### src/rtl/subtractor_32bit_serial.sv
// Lane-serial unsigned subtractor: one LANE-bit slice per clock, LSB slice first,
// borrow rippled through a register, valid/ready handshakes on both sides.
module subtractor_32bit_serial #(
    parameter int WIDTH = 32,
    parameter int LANE  = 8
) (
    input  logic             clk,
    input  logic             rst,
    input  logic             in_valid,
    output logic             in_ready,
    input  logic [WIDTH-1:0] a,
    input  logic [WIDTH-1:0] b,
    output logic             out_valid,
    input  logic             out_ready,
    output logic [WIDTH-1:0] diff,
    output logic             borrow_out
);

    localparam int NLANES = WIDTH / LANE;
    localparam int LIDX_W = (NLANES > 1) ? $clog2(NLANES) : 1;

    typedef enum logic [1:0] {
        S_IDLE,
        S_BUSY,
        S_DONE
    } state_t;

    state_t              r_state;
    logic [LIDX_W-1:0]   r_lane_idx;
    logic                r_borrow;
    logic [WIDTH-1:0]    r_a;
    logic [WIDTH-1:0]    r_b;
    logic [WIDTH-1:0]    r_diff;
    logic                r_borrow_out;
    logic                r_in_ready;
    logic                r_out_valid;

    logic [LANE-1:0]     w_a_slice;
    logic [LANE-1:0]     w_b_slice;
    logic [LANE:0]       w_sub;
    logic                w_last;

    // The single subtract cell: MSB of the LANE+1-bit result is the slice borrow.
    assign w_a_slice = r_a[int'(r_lane_idx) * LANE +: LANE];
    assign w_b_slice = r_b[int'(r_lane_idx) * LANE +: LANE];
    assign w_sub     = {1'b0, w_a_slice} - {1'b0, w_b_slice} - {{LANE{1'b0}}, r_borrow};
    assign w_last    = (r_lane_idx == LIDX_W'(NLANES - 1));

    // NOTE: sequential state uses non-blocking assignments only, so every register
    // samples pre-edge values and simulation matches the synthesized flops.
    always_ff @(posedge clk or posedge rst) begin
        if (rst) begin
            // NOTE: operand and result registers are reset too, so an aborted
            // operation leaves no stale data visible on diff.
            r_state      <= S_IDLE;
            r_lane_idx   <= '0;
            r_borrow     <= 1'b0;
            r_a          <= '0;
            r_b          <= '0;
            r_diff       <= '0;
            r_borrow_out <= 1'b0;
            r_in_ready   <= 1'b1;
            r_out_valid  <= 1'b0;
        end else begin
            case (r_state)
                S_IDLE: begin
                    if (in_valid) begin
                        r_a        <= a;
                        r_b        <= b;
                        r_lane_idx <= '0;
                        r_borrow   <= 1'b0;
                        r_in_ready <= 1'b0;
                        r_state    <= S_BUSY;
                    end
                end
                S_BUSY: begin
                    r_diff[int'(r_lane_idx) * LANE +: LANE] <= w_sub[LANE-1:0];
                    r_borrow <= w_sub[LANE];
                    if (w_last) begin
                        r_borrow_out <= w_sub[LANE];
                        r_lane_idx   <= '0;
                        r_out_valid  <= 1'b1;
                        r_state      <= S_DONE;
                    end else begin
                        r_lane_idx <= r_lane_idx + LIDX_W'(1);
                    end
                end
                S_DONE: begin
                    if (out_ready) begin
                        r_out_valid <= 1'b0;
                        r_in_ready  <= 1'b1;
                        r_state     <= S_IDLE;
                    end
                end
                default: begin
                    r_out_valid <= 1'b0;
                    r_in_ready  <= 1'b1;
                    r_state     <= S_IDLE;
                end
            endcase
        end
    end

    assign in_ready   = r_in_ready;
    assign out_valid  = r_out_valid;
    assign diff       = r_diff;
    assign borrow_out = r_borrow_out;

endmodule

### config.mk
export PLATFORM = sky130hd
export DESIGN_NAME = subtractor_32bit_serial
export DESIGN_NICKNAME = d
export VERILOG_FILES = /design/src/rtl/subtractor_32bit_serial.sv
export SDC_FILE = /design/constraint.sdc
export NUM_CORES = 1
export LEC_CHECK = 0
export CAP_MARGIN = 20
export CORE_ASPECT_RATIO = 0.6
export CORE_MARGIN = 4
export CORE_UTILIZATION = 41
export CTS_CLUSTER_SIZE = 10
export DETAILED_ROUTE_END_ITERATION = 8
export HOLD_SLACK_MARGIN = 0.1
export PLACE_DENSITY = 0.77
export SETUP_SLACK_MARGIN = 0.05
export SYNTH_ARGS = -nofsm -noshare
export SYNTH_HDL_FRONTEND = slang
export SYNTH_SLANG_ARGS = --single-unit
### constraint.sdc
create_clock -name clk -period 3.2 [get_ports clk]
set_clock_uncertainty 0.1 [all_clocks]
set_input_delay 0.32 -clock clk [delete_from_list [all_inputs] [get_ports clk]]
set_output_delay 0.32 -clock clk [all_outputs]
set_load 0.005 [all_outputs]
==> flow_summary.json, run 1 <==
{
  "hold_viol_final": 0,
  "clock-sinks": 104,
  "cp.arrival_ns": 3.14,
  "max_cap_violations": 0,
  "placedCellCount": 642,
  "path_cells": "buf_6, mux4_2, inv_1, ha_1, inv_1, ha_4, a211o_1, a21oi_4, nor2_2, a221oi_2, nand3_1",
  "clk_pin_slew_ns": 0.07,
  "startpoint_type": "flip-flop",
  "num_io_pins": 103,
  "yosys-top-cells-area": "dfrtp_1, mux2_2, mux4_2",
  "ys_seq_elements": 104,
  "worst_path_largest_cell_delay_ns": 0.52,
  "synthCells": 376,
  "max-slew-margin-rel_pct": 48.2,
  "syn_nets": 464,
  "grt-ovfl-total": 0,
  "period_minus_slack_ns": 3.02,
  "tightest_slew_ns": 0.771,
  "yosys.area.top_type_share_pct": 51.8,
  "yosys_warnings": 0,
  "hpwl_mm": 9.64,
  "antenna_found_initial": 0,
  "initialDrtViolationCount": 249,
  "max_freq_ghz": 0.331,
  "wl_mm": 12.9,
  "ys.flop_type": "dfrtp_1",
  "avgRoutedWirePerCell_microns": 19.3,
  "grt_use_total_pct": 18.8,
  "route.vias.total": 3610,
  "cp-end-kind": "flip-flop",
  "yosys.cell_types.count": 45,
  "postPlaceCellArea_sq_mm": 0.00629,
  "place_ws_ns": -0.0244,
  "finalCritPeriodShare_pct": 94.3,
  "insertedDiodeCount": 0,
  "routabilityCongestion": 0.861,
  "die_w_microns": 150,
  "drtPass1Iterations": 5,
  "start_util_pct": 43.1,
  "path_class": "flip-flop to flip-flop",
  "synth-async-reset-ratio_pct": 100,
  "hold_ws_ns": 0.372,
  "crit_buf_inv": 3,
  "antenna_left": 0,
  "num-nets-final": 589,
  "fp.dieArea_sq_mm": 0.0140,
  "drive_gt1_share_pct": 28.9,
  "clock_latency_ns": 0.35,
  "die_y_microns": 93.4,
  "grt_pass1_wl_mm": 20.3,
  "syn_area_sq_mm": 0.00498,
  "h-tree-depth": 3,
  "drc": 0,
  "synthTopCellsByCount": "dfrtp_1, mux2_2, inv_1, nand2_1, o21ai_0",
  "n_fill_cell": 922,
  "cpMaxStageDelayCell": "mux4_2",
  "syn_avg_cell_area_sq_um": 13.2,
  "grt_pass1_vias": 3795,
  "post-synth-top-area-cell": "dfrtp_1",
  "postCtsHoldBufs": 0,
  "area_growth_pct": 36.7,
  "coreArea_sq_mm": 0.0116,
  "yosysSeqAreaShare_pct": 52.3,
  "cp_common_cell": "inv_1",
  "rsz0062_at_grt": "true",
  "cp_top_family": "compound AO/OA/AOI/OAI gates",
  "avgViaCountPerCell": 5.42,
  "fin_ws_ns": 0.182,
  "synth_edf_count": 0,
  "cp.required_ns": 3.32,
  "clockBufferDepth": 2,
  "final-max-slew-violation-count": 0,
  "cts_tree": "built",
  "tritoncts.num_buffers": 9,
  "portBuffers": 102,
  "fin_cells": 666,
  "cp_max_fo": 6,
  "hold_path_class": "input port to asynchronous set/reset pin",
  "num_rows": 30,
  "cts_root_buffer": "clkbuf_16",
  "stdcell_area_sq_mm": 0.00681,
  "yosysMostFrequentCell": "dfrtp_1",
  "grt_max_degree": 105,
  "outcome": "completed",
  "setup_viol": 0
}
==> placed cells by master, fill, tap and decap left out, types with 2 or more instances in the layout <==
cell type / synthesis / routed
inv_1: 26 / 25
clkbuf_16: 0 / 9
nor4_1: 2 / 2
nor3_1: 2 / 2
nand2b_1: 2 / 2
xor2_1: 4 / 3
o31ai_1: 2 / 2
nor2_1: 10 / 8
buf_6: 2 / 3
nand3b_2: 2 / 2
nand3b_4: 2 / 2
o21ai_0: 20 / 19
mux2i_1: 3 / 3
and3_1: 4 / 4
nand2_1: 23 / 23
nor2_2: 0 / 2
clkinv_2: 0 / 2
nand3_1: 5 / 5
buf_12: 0 / 2
o21a_1: 2 / 2
nand4_1: 4 / 4
a22o_1: 16 / 16
buf_4: 0 / 20
a221oi_2: 0 / 3
ha_1: 18 / 15
clkdlybuf4s50_1: 0 / 102
bufinv_16: 0 / 2
mux2_2: 64 / 64
ha_4: 0 / 3
clkbuf_8: 0 / 2
mux4_2: 15 / 15
dfrtp_1: 103 / 102
a211o_1: 2 / 2
or3_1: 2 / 2
or4_1: 5 / 4
a21oi_1: 5 / 4
==> metrics by stage <==
stage / TNS [ns] / util [%]
global route: 0 / 58.9
finish: 0 / 58.9
detailed placement: -0.0244 / 54.4
global placement: 0 / 54.4
CTS: 0 / 57.5
floorplan: 0 / -
==> layout make-up <==
| type | count | area, sq um | area share, % |
|---|---|---|---|
| inverter | 26 | 101 | 1.49 |
| sequential | 104 | 2610 | 38.3 |
| tap | 160 | 200 | 2.94 |
| clock buffer | 11 | 253 | 3.71 |
| multi-input combinational | 233 | 2320 | 34.1 |
| clock inverter | 5 | 78.8 | 1.16 |
| timing repair buffer | 127 | 1240 | 18.3 |
==> tightest hold or removal path: cells and delay by family <==
family   cells  cell delay, ns
buf+inv      3            0.94
==> layer usage <==
| layer | share of wire [%] | vias to the layer above | global-route usage [%] | wire length [microns] |
|---|---|---|---|---|
| met4 | 1.9 | 0 | 4.49 | 245 |
| met3 | 8.1 | 27 | 5.76 | 1040 |
| met2 | 42 | 156 | 26.8 | 5390 |
| met1 | 48 | 1806 | 28.1 | 6180 |
| li1 | - | 1621 | - | - |
| met5 | 0 | - | 0 | 0 |
==> timing repair <==
action                                 in CTS  in global routing
endpoints found under the hold margin       0                  0
pin swaps                                   0                  4
setup endpoints to repair                   2                 12
setup buffers                               2                  6
gates resized for setup                     2                 20
==> worst paths after layout <==
| check | start | depth (start not counted) | slack, ns | to |
|---|---|---|---|---|
| min reg2reg | diff[17] | 2 | 0.39 | diff[17] |
| max in group asynchronous | rst | 3 | 2.16 | r_lane_idx[0] |
| max reg2reg | r_lane_idx[0] | 11 | 0.18 | diff[31] |
| min in group clk | diff[17] | 2 | 0.39 | diff[17] |
| max | r_lane_idx[0] | 11 | 0.18 | diff[31] |
| min | rst | 3 | 0.37 | r_b[2] |
==> cells by family (layout without fill, tap and decap cells) <==
kind of cell | Yosys count | in the layout | synth area share, %
compound gates | 55 | 55 | 7.71
flops | 104 | 104 | 52.3
mux | 82 | 82 | 21.9
xor+xnor | 5 | 5 | 0.879
simple gates | 71 | 71 | 8.47
buf+inv | 39 | 169 | 3.47
fa+ha+maj | 20 | 20 | 5.33
==> state kept, by name, summed over array words and instances, names as in the netlist <==
register / count
r_state: 2
out_valid: 1
borrow_out: 1
r_a: 32
in_ready: 1
r_lane_idx: 2
r_borrow: 1
r_b: 32
diff: 32
Power of run 1 is left out: the tool's default activity adds up to more than one toggle a clock period on the data nets, which glitch-free logic cannot reach.
==> run 2, diff against run 1 <==
--- a/config.mk
+++ b/config.mk
@@ -5,14 +5,18 @@
 export SDC_FILE = /design/constraint.sdc
 export NUM_CORES = 1
 export LEC_CHECK = 0
+export ABC_AREA = 1
 export CAP_MARGIN = 20
+export CELL_PAD_IN_SITES_DETAIL_PLACEMENT = 0
+export CELL_PAD_IN_SITES_GLOBAL_PLACEMENT = 1
 export CORE_ASPECT_RATIO = 0.6
 export CORE_MARGIN = 4
-export CORE_UTILIZATION = 41
+export CORE_UTILIZATION = 34
 export CTS_CLUSTER_SIZE = 10
 export DETAILED_ROUTE_END_ITERATION = 8
 export HOLD_SLACK_MARGIN = 0.1
-export PLACE_DENSITY = 0.77
+export PLACE_DENSITY = 0.84
+export RECOVER_POWER = 50
 export SETUP_SLACK_MARGIN = 0.05
 export SYNTH_ARGS = -nofsm -noshare
 export SYNTH_HDL_FRONTEND = slang
==> run 2 against run 1 <==
Via count grew 24%; first-iteration DRC count grew 79%; wire length grew 10%; final cell count grew 39%; core utilization shrank 13 points; synthesized cell count grew 66%; flip-flop and latch count is the same; non-clock buffer count shrank 15.
==> flow_summary.json, run 2 <==
{
  "hold_viol_final": 0,
  "antenna_found_initial": 0,
  "hpwl_mm": 10.6,
  "ys.flop_type": "dfrtp_1",
  "cp.required_ns": 3.36,
  "num_rows": 34,
  "post-synth-top-area-cell": "dfrtp_1",
  "drtPass1Iterations": 5,
  "finalCritPeriodShare_pct": 89.1,
  "fin_ws_ns": 0.350,
  "clockBufferDepth": 2,
  "routabilityCongestion": 0.936,
  "clk_pin_slew_ns": 0.07,
  "final-max-slew-violation-count": 0,
  "yosysMostFrequentCell": "nand2_1",
  "portBuffers": 102,
  "outcome": "completed",
  "h-tree-depth": 3,
  "drt-met1-wl_mm": 7.27,
  "drive_gt1_share_pct": 6.46,
  "cp.arrival_ns": 3.01,
  "syn_nets": 714,
  "grt_max_degree": 105,
  "cts_tree": "built",
  "area_growth_pct": 31.7,
  "initialDrtViolationCount": 446,
  "layout_common_cells": "nand2_1, dfrtp_1, clkdlybuf4s50_1",
  "coreArea_sq_mm": 0.0145,
  "num_io_pins": 103,
  "irDropWorstVdd_mv": 0.799,
  "p_per_area_mw_per_mm2": 1270,
  "cp_max_fo": 24,
  "ys_seq_elements": 104,
  "insertedDiodeCount": 0,
  "yosys.cell_types.count": 33,
  "max_cap_violations": 0,
  "route.vias.total": 4461,
  "syn_area_sq_mm": 0.00506,
  "drc": 0,
  "yosys_warnings": 0,
  "synth-async-reset-ratio_pct": 100,
  "grt_pass1_wl_mm": 22.7,
  "startpoint_type": "flip-flop",
  "period_minus_slack_ns": 2.85,
  "clock_latency_ns": 0.34,
  "syn_avg_cell_area_sq_um": 8.08,
  "avgRoutedWirePerCell_microns": 15.3,
  "final_common_cell": "nand2_1",
  "setup_viol": 0,
  "start_util_pct": 34.9,
  "fp.dieArea_sq_mm": 0.0170,
  "grt_use_total_pct": 17.1,
  "yosys.area.top_type_share_pct": 51.0,
  "synth_edf_count": 0,
  "tritoncts.num_buffers": 9,
  "max-slew-margin-rel_pct": 9.10,
  "die_w_microns": 165,
  "grt-ovfl-total": 0,
  "rsz0062_at_grt": "false",
  "tightest_slew_ns": 1.36,
  "synthTopCellsByCount": "nand2_1, dfrtp_1, inv_1, o21ai_0, nor2_1",
  "cts_setup_buffers": 0,
  "num-nets-final": 813,
  "met3_wirelength_microns": 974,
  "wl_met2_mm": 5.78,
  "hold_ws_ns": 0.370,
  "place_ws_ns": 0.133,
  "max_freq_ghz": 0.351,
  "grt_pass1_vias": 4427,
  "die_y_microns": 102,
  "yosys-top-cells-area": "dfrtp_1, nand2_1, o21ai_0",
  "yosysSeqAreaShare_pct": 51.5,
  "antenna_left": 0,
  "p_leak_nw": 3.33,
  "wl_mm": 14.1,
  "highest_layer": "met4",
  "cp-end-kind": "flip-flop",
  "path_class": "flip-flop to flip-flop",
  "cts_root_buffer": "clkbuf_16",
  "clock-sinks": 104,
  "synthCells": 626,
  "avgViaCountPerCell": 4.82,
  "fin_tns_setup_ns": 0,
  "hold_path_class": "flip-flop to flip-flop"
}
run 2: cell types whose count changed after synthesis, moves of 7 or more:
cell	before	now
mux2_2	64	0
buf_2	9	0
mux4_2	15	0
o21ai_0	20	46
nand2_1	23	286
nor2_1	10	33
a32o_1	0	7
inv_1	26	48
clkbuf_1	2	23
a22o_1	16	3
run 2: critical path: stages, from the launching register on:
cell	delay (ns)
dfrtp_1	0.38
clkinv_1	0.13
buf_12	0.17
o21ai_0	0.13
o22ai_2	0.18
fa_2	0.26
inv_1	0.06
fa_1	0.44
nand2_1	0.09
inv_1	0.06
o21ai_2	0.16
nand4_1	0.12
nand2_1	0.15
nor2_1	0.07
nand3b_1	0.15
o21ai_0	0.10
run 2: layout make-up:
type	instances	area, sq um
fill	1404	7850
inverter	50	191
tap	198	248
multi-input combinational	448	2190
sequential	104	2600
timing repair buffer	112	1120
clock buffer	9	225
clock inverter	5	82.6
run 2: cell families (layout without fill, tap and decap cells):
family	after synthesis	count (layout)	synth area share, %
fa+ha+maj	20	20	5.25
flops	104	104	51.5
xor+xnor	3	3	0.668
buf+inv	74	176	5.64
simple gates	347	347	27.8
compound gates	78	78	9.13
run 2: layer usage:
layer | up-vias | track usage (%)
li1 | 2168 | -
met3 | 16 | 3.83
met1 | 2135 | 26.6
met5 | - | 0
met4 | 0 | 2.92
met2 | 142 | 24.5
run 2: timing repair:
action / CTS / global route
endpoints found under the setup margin: 0 / 6
gates resized for setup: 0 / 7
hold buffers: 0 / 0
run 2: power breakdown:
part           internal, W  switching, W
Sequential         0.00189      0.000388
Clock             0.000680      0.000471
Combinational      0.00189       0.00315
Total              0.00447       0.00401
run 2: through the flow:
step	instance area [sq um]	total power [W]	cells	util (%)
after global placement	6350	0.00705	912	43.7
after CTS	6650	0.00839	926	45.9
final	6660	0.00847	926	45.9
after detailed placement	6350	0.00718	912	43.7
after global routing	6660	0.00921	926	45.9
after floorplan	5060	0.00552	626	-
run 2: worst paths after layout:
kind,startpoint,end,slack (ns),cells after the start
worst max register to register,r_lane_idx[1],r_borrow,0.35,15
worst min register to register,in_ready,in_ready,0.37,2
worst max-delay path,r_lane_idx[1],r_borrow,0.35,15
max in group asynchronous,rst,diff[2],1.30,3
worst min-delay path,in_ready,in_ready,0.37,2
min in group asynchronous,rst,r_b[26],0.86,3
Note: power is estimated with default switching activity, not from simulation.
==> run 3, diff against run 2 <==
--- a/config.mk
+++ b/config.mk
@@ -15,9 +15,10 @@
 export CTS_CLUSTER_SIZE = 10
 export DETAILED_ROUTE_END_ITERATION = 8
 export HOLD_SLACK_MARGIN = 0.1
-export PLACE_DENSITY = 0.84
+export PLACE_DENSITY_LB_ADDON = 0.05
 export RECOVER_POWER = 50
 export SETUP_SLACK_MARGIN = 0.05
+export SKIP_CTS_REPAIR_TIMING = 1
 export SYNTH_ARGS = -nofsm -noshare
 export SYNTH_HDL_FRONTEND = slang
 export SYNTH_SLANG_ARGS = --single-unit
==> run 3 against run 2 <==
Flip-flop and latch count is the same; global-route usage is 0.48 points higher; sequential share of layout area is 0.17 points higher; critical path type unchanged; clock-buffer cell count increased by 2; critical path depth shrank 2; non-clock buffer count up 2; register-to-register slack worse by 0.11 ns; clock power fell by 8%; combinational power up 1%; core utilization is 0.17 points lower; setup slack worse by 0.11 ns; wire length up 1.6%.
==> flow_summary.json, run 3 (synthesized netlist as in run 2, its figures left out) <==
{
  "outcome": "completed",
  "fin_tns_setup_ns": 0,
  "grt_pass1_vias": 4274,
  "hold_path_class": "flip-flop to flip-flop",
  "fp.dieArea_sq_mm": 0.0170,
  "tritoncts.num_buffers": 9,
  "routabilityCongestion": 0.842,
  "cp.arrival_ns": 3.12,
  "worstHoldStart": "in_ready",
  "start_util_pct": 34.9,
  "drtPass1Iterations": 5,
  "p_leak_nw": 3.26,
  "drive_gt1_share_pct": 6.42,
  "grt-ovfl-total": 0,
  "cp-end-kind": "flip-flop",
  "die_w_microns": 165,
  "regArea_sq_mm": 0.00261,
  "coreArea_sq_mm": 0.0145,
  "route.vias.total": 4363,
  "area_growth_pct": 31.2,
  "place_ws_ns": 0.142,
  "final_common_cell": "nand2_1",
  "grt_pass1_wl_mm": 22.8,
  "grt_use_total_pct": 17.5,
  "grt_max_degree": 105,
  "num_io_pins": 103,
  "avgRoutedWirePerCell_microns": 15.4,
  "die_y_microns": 102,
  "fin_ws_ns": 0.238,
  "avgViaCountPerCell": 4.69,
  "irDropWorstVdd_mv": 0.513,
  "clock-sinks": 104,
  "h-tree-depth": 3,
  "cp.required_ns": 3.35,
  "max-slew-margin-rel_pct": 4.53,
  "hold_viol_final": 0,
  "clockBufferDepth": 2,
  "hpwl_mm": 10.5,
  "path_cells": "buf_4, o21ai_0, nor2_1, a21oi_1, fa_2, inv_1, fa_1, nand2_1, inv_1, o21ai_1, or2_2, nand4_1, o21ai_0",
  "timing.rr.start": "r_lane_idx[0]",
  "wl_mm": 14.4,
  "holdPathStages": 2,
  "antenna_left": 0,
  "max_cap_violations": 0,
  "cp_max_fo": 25,
  "portBuffers": 102,
  "tightest_slew_ns": 1.43,
  "startpoint_type": "flip-flop",
  "cts_root_buffer": "clkbuf_16",
  "drc": 0,
  "final-max-slew-violation-count": 0,
  "layout_common_cells": "nand2_1, dfrtp_1, clkdlybuf4s50_1",
  "reg2reg_depth": 13,
  "r2r_end": "diff[28]",
  "cts_tree": "built",
  "rsz0062_at_grt": "true",
  "period_minus_slack_ns": 2.96,
  "n_fill_cell": 1469,
  "initialDrtViolationCount": 326,
  "p_per_area_mw_per_mm2": 1270,
  "rrSetupSlack_ns": 0.24,
  "max_freq_ghz": 0.338,
  "num-nets-final": 815,
  "multiInputGateArea_sq_mm": 0.00217,
  "cpMaxStageDelayCell": "fa_1",
  "antenna_found_initial": 0,
  "clk_pin_slew_ns": 0.07,
  "finalCritPeriodShare_pct": 92.6,
  "num_rows": 34,
  "clock_latency_ns": 0.34,
  "min_to": "in_ready",
  "setup_viol": 0,
  "worst_path_largest_cell_delay_ns": 0.43,
  "insertedDiodeCount": 0,
  "path_class": "flip-flop to flip-flop"
}
## run 3: cell count changes in the layout (fill, tap and decap cells not counted), moves of 2 or more
cell / previous run / this run
clkdlybuf4s50_1: 86 / 101
dlygate4sd3_1: 16 / 1
clkinvlp_4: 1 / 5
o21ai_1: 0 / 4
buf_4: 5 / 8
o21ai_0: 45 / 42
bufinv_16: 2 / 0
## run 3: worst max-delay path by stage
stage | from | end | slack [ns] | depth (start not counted)
6_report | r_lane_idx[0] | diff[28] | 0.24 | 13
5_1_grt | r_lane_idx[0] | diff[28] | 0.02 | 13
4_1_cts | r_lane_idx[0] | diff[28] | 0.11 | 13
3_3_place_gp | r_lane_idx[0] | diff[12] | 0.19 | 13
3_5_place_dp | r_lane_idx[0] | diff[28] | 0.14 | 13
2_1_floorplan | r_lane_idx[0] | r_borrow | 0.40 | 15
## run 3: report_power, final
part	switching, W	leakage (nW)	internal, W
sequential	0.000361	1.33	0.00189
clock	0.000504	0.126	0.000555
combinational	0.00320	1.80	0.00191
## run 3: cell type report
| type | instances | area share (%) |
|---|---|---|
| Timing Repair Buffer | 114 | 17.1 |
| Clock buffer | 11 | 3.66 |
| Sequential cell | 104 | 39.3 |
| Tap cell | 198 | 3.73 |
| Clock inverter | 5 | 0.622 |
| Inverter | 50 | 2.89 |
| Multi-Input combinational cell | 448 | 32.7 |
## run 3: routing by layer
metal  share of wire, %  vias up  global-route usage [%]
li1                   -     2171                       -
met1                 54     2057                    28.6
met2                 39      128                    23.7
met3                6.4        7                    3.47
met4               0.56        0                    3.42
met5                  0        -                       0
## run 3: worst max-delay path: cells and delay by family (launching register included)
kind	cells	cell delay [ns]
AOI/OAI and AO/OA	4	0.80
adders and majority gates	2	0.69
and+or+nand+nor	4	0.53
DFF	1	0.41
buffers and inverters	3	0.34
## run 3: per-stage QoR
step / std cells / total power [W] / hold WS (ns) / area (sq um) / utilization [%]
after floorplan: 626 / 0.00552 / 0.327 / 5060 / -
after global placement: 914 / 0.00728 / 0.352 / 6360 / 43.9
after detailed placement: 914 / 0.00733 / 0.354 / 6360 / 43.9
after CTS: 930 / 0.00846 / 0.365 / 6650 / 45.8
after global routing: 930 / 0.00926 / 0.373 / 6630 / 45.7
final: 930 / 0.00842 / 0.362 / 6630 / 45.7
